===== config.mk =====
export PLATFORM = sky130hd
export DESIGN_NAME = adder_sum_accumulator
export DESIGN_NICKNAME = d
export VERILOG_FILES = /design/src/rtl/adder_sum_accumulator.sv
export SDC_FILE = /design/constraint.sdc
export NUM_CORES = 1
export LEC_CHECK = 0
export CORE_MARGIN = 2
export CORE_UTILIZATION = 45
export DETAILED_ROUTE_END_ITERATION = 10
export PLACE_DENSITY = 0.77
export SLEW_MARGIN = 20
export SYNTH_ARGS = -nofsm -noshare
export SYNTH_HDL_FRONTEND = slang
export SYNTH_SLANG_ARGS = --single-unit

===== constraint.sdc =====
create_clock -name clock -period 3.24 [get_ports clock]
set_clock_uncertainty 0.05 [all_clocks]
set_input_delay 0.324 -clock clock [delete_from_list [all_inputs] [get_ports clock]]
set_output_delay 0.324 -clock clock [all_outputs]
set_load 0.03 [all_outputs]

===== src/rtl/adder_sum_accumulator.sv =====
// Accumulates COUNT {carryout, sum} adder results into a wide block total and
// presents it with a sticky overflow flag on a valid/ready output handshake.
//
// state | meaning
// IDLE  | no samples in the current block, acc = 0, count = 0
// ACCUM | 0 < count < COUNT samples accepted, waiting for more
// HOLD  | block complete, total/overflow presented, inputs blocked
module adder_sum_accumulator #(
    parameter int ACC_WIDTH = 16,
    parameter int COUNT     = 4,
    localparam int CNT_WIDTH = $clog2(COUNT + 1)
) (
    input  logic                 clock,
    input  logic                 reset,
    input  logic                 in_valid,
    output logic                 in_ready,
    input  logic [7:0]           sum,
    input  logic                 carryout,
    output logic                 out_valid,
    input  logic                 out_ready,
    output logic [ACC_WIDTH-1:0] total,
    output logic                 overflow
);

    localparam logic [1:0] IDLE  = 2'd0;
    localparam logic [1:0] ACCUM = 2'd1;
    localparam logic [1:0] HOLD  = 2'd2;

    localparam logic [CNT_WIDTH-1:0] LAST = CNT_WIDTH'(COUNT - 1);

    logic [1:0]           state;
    logic [ACC_WIDTH-1:0] acc;
    logic [CNT_WIDTH-1:0] count;
    logic [ACC_WIDTH:0]   acc_next;
    logic                 accept;
    logic                 last_sample;

    assign in_ready    = (state != HOLD);
    assign out_valid   = (state == HOLD);
    assign accept      = in_valid && in_ready;
    assign last_sample = (count == LAST);

    // acc is held at 0 in IDLE, so one adder serves both the first and later samples
    assign acc_next = {1'b0, acc} + {{(ACC_WIDTH - 8){1'b0}}, carryout, sum};

    always_ff @(posedge clock or posedge reset) begin
        if (reset) begin
            state    <= IDLE;
            acc      <= '0;
            count    <= '0;
            total    <= '0;
            overflow <= 1'b0;
        end else begin
            case (state)
                IDLE, ACCUM: begin
                    if (accept) begin
                        acc      <= acc_next[ACC_WIDTH-1:0];
                        overflow <= overflow | acc_next[ACC_WIDTH];
                        if (last_sample) begin
                            total <= acc_next[ACC_WIDTH-1:0];
                            count <= '0;
                            state <= HOLD;
                        end else begin
                            count <= count + CNT_WIDTH'(1);
                            state <= ACCUM;
                        end
                    end
                end
                HOLD: begin
                    // total is left alone so it keeps the last result after release
                    if (out_ready) begin
                        acc      <= '0;
                        count    <= '0;
                        overflow <= 1'b0;
                        state    <= IDLE;
                    end
                end
                default: begin
                    acc      <= '0;
                    count    <= '0;
                    overflow <= 1'b0;
                    state    <= IDLE;
                end
            endcase
        end
    end

endmodule


==> results of run 1 <==
-- critical path: cells and delay by family --
family	cells	cell delay, ps
adders and majority gates	2	650
AOI/OAI and AO/OA	4	820
xor gates and xnor gates	1	140
and+or+nand+nor	1	230
buffers and inverters	1	410
-- power breakdown --
group          switching [mW]  internal [mW]  total [mW]
clock network           0.173          0.328       0.502
registers               0.153          0.675       0.827
logic                   0.721          0.555        1.28
total                    1.05           1.56        2.61
-- registers in the layout (all words and copies together) (netlist names) --
signal    count
acc          16
total        16
count         3
state         2
overflow      1
-- layer usage --
metal,vias to the layer above,share of wire
li1,789,-
met1,716,0.51
met2,28,0.43
met3,8,0.040
met4,0,0.022
met5,-,0
-- per-stage QoR --
| step | utilization | hold WS [ps] | instance area (sq um) | setup WS (ps) | total power [mW] |
|---|---|---|---|---|---|
| floorplan | - | 364 | 2040 | 1050 | 1.74 |
| global placement | 0.550 | 404 | 2390 | 554 | 2.08 |
| detailed placement | 0.550 | 419 | 2390 | 494 | 2.12 |
| CTS | 0.583 | 399 | 2540 | 798 | 2.62 |
| global route | 0.583 | 435 | 2540 | 701 | 2.81 |
| finish | 0.583 | 380 | 2540 | 794 | 2.61 |
-- cell families after synthesis --
group / Yosys count
and+or+nand+nor: 77
AOI/OAI and AO/OA: 53
DFF: 38
xor gates and xnor gates: 14
buffers and inverters: 13
adders and majority gates: 11
muxes: 3
-- area by class of cell --
| cell class | count | area (sq um) |
|---|---|---|
| clock buffer | 6 | 82.6 |
| clock inverter | 2 | 60.1 |
| fill | 381 | 1820 |
| inverter | 6 | 22.5 |
| multi-input combinational | 158 | 1030 |
| sequential | 38 | 951 |
| tap | 52 | 65.1 |
| timing repair buffer | 33 | 325 |
-- cells in the final DEF, fill, tap and decap left out, types with 3 or more instances in the layout --
| master | instances |
|---|---|
| o31ai_1 | 3 |
| dfrtp_1 | 38 |
| xnor2_1 | 10 |
| o21ai_0 | 22 |
| a21o_1 | 3 |
| clkbuf_8 | 6 |
| clkdlybuf4s50_1 | 31 |
| nor2_1 | 13 |
| nor2b_1 | 3 |
| xor2_1 | 4 |
| nand3_1 | 5 |
| nand3b_1 | 4 |
| a21oi_1 | 8 |
| nand2_1 | 40 |
| o21ai_2 | 3 |
| ha_1 | 10 |
| inv_1 | 6 |
-- worst max path at each step --
stage	startpoint	to	slack (ps)	depth (start not counted)
after global routing	sum[0]	total[12]$_DFFE_PP0P_	700	9
after floorplan	acc[0]$_DFFE_PP0P_	total[12]$_DFFE_PP0P_	1050	8
final	sum[0]	total[14]$_DFFE_PP0P_	790	9
after CTS	sum[0]	total[14]$_DFFE_PP0P_	800	9
after global placement	sum[0]	total[14]$_DFFE_PP0P_	550	9
after detailed placement	sum[0]	total[14]$_DFFE_PP0P_	490	9
==> run metrics, run 1 <==
status=complete, no violations; RePlAce Congestion=0.807; Total Wirelength=3.96 mm; NumNets Final=266; final setup violating endpoints=0; register area share after synthesis=0.466; most frequent cell after synthesis=nand2_1; Syn Std Cell Area=2040 sq um; fin. max-slew vios=0; placed cells=approximately 290; slew margin rel.=0.565; non-filler instance count after layout=between 200 and 300; share of the synthesized area in the top cell type=0.466; Worst R2R Setup Slack=860 ps; Final period util=0.755; M1 GR Usage=0.243; CP required=between 3000 and 4000 ps; number of setup buffers added after CTS=0; Setup crit start kind=primary input; Rows=24; Yosys top cell by area=dfrtp_1; DR iter-0 viols=65; initial antenna violation count=0; syn_area_per_cell=9.76 sq um; ys async rst share=1.00; XOR/XNOR Fraction of Synth Area=0.0601; area grow syn2layout=24.3%; Synth Area in Compound Gates=0.181; DR pass1 iterations=4; clock tree sinks=38; Worst Path Max Fanout=3; unrepaired setup endpoints after global routing=no; PwrDens=just over 1000 nW/um^2; RR Startpoint=acc[0]$_DFFE_PP0P_; Hold Crit Class=in2async; Post-synth top cells=40 x nand2_1, 38 x dfrtp_1, 22 x o21ai_0, 13 x nor2_1; H-tree depth=2; total negative setup slack=0 ps; core region area=around 4400 sq um; cell count after synthesis=209; post-synthesis simple-gate area fraction=0.177; CTS resizes=0; clk buf depth=2; routing usage on met2=0.267; Final ANT Viol Nets=0; Worst-Skew Late Latency=300 ps; largest family of logic cells by synthesized area=compound AO/OA/AOI/OAI gates; first-pass GRT wire length=about 7 mm; GR peak layer=met2; post-layout min period=2450 ps; routed vias/inst=5.22; #FFs+latches synth=38; Syn Nets=233; Die Wd=~71 microns; largest cells by area after synthesis=dfrtp_1 47%, nand2_1 7.4%, ha_1 6.1%; Worst EP arrival=2580 ps; die area=5090 sq um; antenna cells=0; critical path's slowest cell=fa_1; GRT Overall Usage=0.177; cts bufs inserted=5; placed wire-length estimate=2.84 mm; Setup crit end kind=flop; CTS tree=yes; R2R depth=8; Initial Util=0.469; vias after detailed routing=1541; port bufs=31; fmax=409 MHz; reg2reg end=total[14]$_DFFE_PP0P_; largest net degree at the start of global routing=39; worst-margin pin slew=653 ps; CP peak stage delay=420 ps; wire length per cell=roughly 13 microns; Adder-Cell Fraction of Synth Area=0.0711; die height=71.3 microns; share of layout cells above drive strength 1=0.0988; Clk pin slew, worst setup/hold paths=80 ps; post-synthesis mux area share=0.0159; drt drc=0; IO Count=32; leak pwr=1.13 nW; routing usage on met3=0.0422; Synth Flop Type=dfrtp_1; Max-cap violations=0; WS Path Type=in2reg; clock root buffer=clkbuf_8; yosys warns=0; Worst VDD drop=a little under 0.0006 V; critical path cell sequence=clkdlybuf4s50_1 > ha_1 > fa_1 > a21o_1 > a221oi_4 > o221ai_2 > and4_4 > xnor2_1 > o21ai_1; Hold Vio Cnt, Final=0; Post-CTS Hold Buffers=0; Cell variety after synth=41; vias in the first global route=between 1500 and 2000; Post-synth EDFFs=0; global route overflow=0
No activity file was read; power rests on OpenSTA's default activity.
==> inputs of run 2 (changes only) <==
--- a/config.mk
+++ b/config.mk
@@ -8,7 +8,7 @@
 export CORE_MARGIN = 2
 export CORE_UTILIZATION = 45
 export DETAILED_ROUTE_END_ITERATION = 10
-export PLACE_DENSITY = 0.77
+export PLACE_DENSITY = 0.79
 export SLEW_MARGIN = 20
 export SYNTH_ARGS = -nofsm -noshare
 export SYNTH_HDL_FRONTEND = slang
==> constraint.sdc (replaced) <==
create_clock -name clock -period 2 [get_ports clock]
set_clock_uncertainty 0.05 [all_clocks]
set_input_delay 0.2 -clock clock [delete_from_list [all_inputs] [get_ports clock]]
set_output_delay 0.2 -clock clock [all_outputs]
set_load 0.03 [all_outputs]
==> run metrics, run 2 (synthesis gave the netlist of run 1 again) <==
total negative setup slack=-1060 ps (-1060 ps); vias in the first global route=1715 (+13%); Setup crit start kind=flop; PwrDens=1640 nW/um^2 (+60%); clk buf depth=2 (unchanged); failing checks=setup timing; M1 GR Usage=0.236 (-0.00712); Hold Vio Cnt, Final=0 (unchanged); final setup violating endpoints=9 (+9); Worst Path Max Fanout=3 (unchanged); unrepaired setup endpoints after global routing=yes; Worst-Skew Late Latency=300 ps (about the same); Worst VDD drop=0.000946 V (+61%); Final ANT Viol Nets=0 (unchanged); NumNets Final=289 (+8.6%); first-pass GRT wire length=7.80 mm (+11%); post-layout min period=2180 ps; Initial Util=0.469 (unchanged); area grow syn2layout=38.9%; IO Count=32 (unchanged); Die Wd=71.3 microns (unchanged); Hold Crit Class=in2async; RePlAce Congestion=0.826 (+2.3%); CP required=2140 ps (-1240 ps); RR Startpoint=acc[0]$_DFFE_PP0P_; Final WS setup=-181 ps (-975 ps); antenna cells=0 (unchanged); Final period util=1.09; WS Path Type=reg2reg; wire length per cell=14.6 microns (+9.0%); clock tree sinks=38 (unchanged); slew margin rel.=0.679 (+0.114); commonest non-fill, non-tap cell in the layout=nand2_1; routing usage on met2=0.330 (+0.0628); Worst EP arrival=2320 ps (-260 ps); area post-placement=2580 sq um (+7.6%); leak pwr=1.26 nW (+11%); routed vias/inst=5.29 (+1.2%); Clk pin slew, worst setup/hold paths=80 ps (about the same); CTS tree=yes; H-tree depth=2 (unchanged); vias after detailed routing=1681 (+9.1%); GRT Overall Usage=0.198 (+0.0202); DR pass1 iterations=4 (unchanged); commonest cells after routing, fill and taps aside=39 x nand2_1, 38 x dfrtp_1, 31 x clkdlybuf4s50_1; largest net degree at the start of global routing=39 (unchanged); initial antenna violation count=0 (unchanged); die area=5090 sq um (unchanged); placed wire-length estimate=3.26 mm (+15%); Max-cap violations=0 (unchanged); R2R depth=7 (-1); GR peak layer=met2; DR iter-0 viols=108 (+66%); critical path cell sequence=ha_2 > fa_2 > a21o_1 > a221oi_4 > o221ai_2 > and4_4 > a22o_1; Final Core Density=0.651 (+0.0684); Total Wirelength=4.66 mm (+18%); global route overflow=0 (unchanged); share of layout cells above drive strength 1=0.252 (+0.153); port bufs=31 (unchanged); CP peak stage delay=390 ps (-30 ps); Worst R2R Setup Slack=-180 ps (-1040 ps); critical path's slowest cell=dfrtp_1; Largest regs=acc (16), total (16), count (3); routing usage on met3=0.0605 (+0.0183); Rows=24 (unchanged); Final Cell Area=2840 sq um (+12%); Post-CTS Hold Buffers=0 (unchanged); fin. max-slew vios=0 (unchanged); core region area=4350 sq um (unchanged); Setup crit end kind=flop; status=complete, but fails checks; drt drc=0 (unchanged); die height=71.3 microns (unchanged); clock root buffer=clkbuf_8; cts bufs inserted=5 (unchanged); fmax=458 MHz; reg2reg end=acc[14]$_DFFE_PP0P_; worst-margin pin slew=482 ps (-171 ps)
==> run 2: cell count changes in the layout (fill, tap and decap cells not counted), sizes merged <==
cell and change:
buf +23, bufinv -1, clkbuf -1, clkinv +2
==> run 2: worst max-delay path: cells and delay by family (launching register included) <==
family,cells,cell delay [ps]
compound gates,4,870
fa+ha+maj,2,530
flops,1,390
simple gates,1,230
==> run 2: worst max path at each step <==
| stage | endpoint | slack [ps] | startpoint |
|---|---|---|---|
| finish | acc[14]$_DFFE_PP0P_ | -180 | acc[0]$_DFFE_PP0P_ |
| global placement | total[12]$_DFFE_PP0P_ | -440 | sum[0] |
| floorplan | total[12]$_DFFE_PP0P_ | -110 | acc[0]$_DFFE_PP0P_ |
| detailed placement | total[10]$_DFFE_PP0P_ | -490 | sum[0] |
| global route | total[14]$_DFFE_PP0P_ | -290 | acc[0]$_DFFE_PP0P_ |
| CTS | acc[14]$_DFFE_PP0P_ | -160 | acc[0]$_DFFE_PP0P_ |
==> run 2: layout make-up <==
type | instances | area (sq um)
clock buffers | 5 | 68.8
clock inverters | 3 | 40.0
fillers | 341 | 1520
inverters | 6 | 22.5
multi-input cells | 158 | 1180
flip-flops and latches | 38 | 951
well taps | 52 | 65.1
repair buffers | 56 | 510
==> run 2: routing by layer <==
metal | vias up | wire (microns)
met5 | - | 0
met2 | 37 | 2310
met4 | 0 | 68
met3 | 10 | 223
li1 | 835 | -
met1 | 799 | 2060
==> run 2: repair_timing <==
action,in CTS,in global routing
gates resized for setup,12,15
pin swaps,9,4
setup endpoints to repair,13,21
setup buffers,1,0
==> run 2: metrics by stage <==
step / setup WS [ps] / hold WS (ps) / std cells / power [mW]
finish: -181 / 261 / 318 / 4.66
CTS: -163 / 283 / 318 / 4.51
global route: -294 / 319 / 318 / 4.98
global placement: -439 / 405 / 309 / 3.63
detailed placement: -490 / 418 / 309 / 3.72
floorplan: -108 / 240 / 209 / 2.83
==> run 2: power by group <==
part,switching (mW),internal [mW]
clock,0.294,0.367
sequential,0.257,1.09
combinational,1.38,1.26
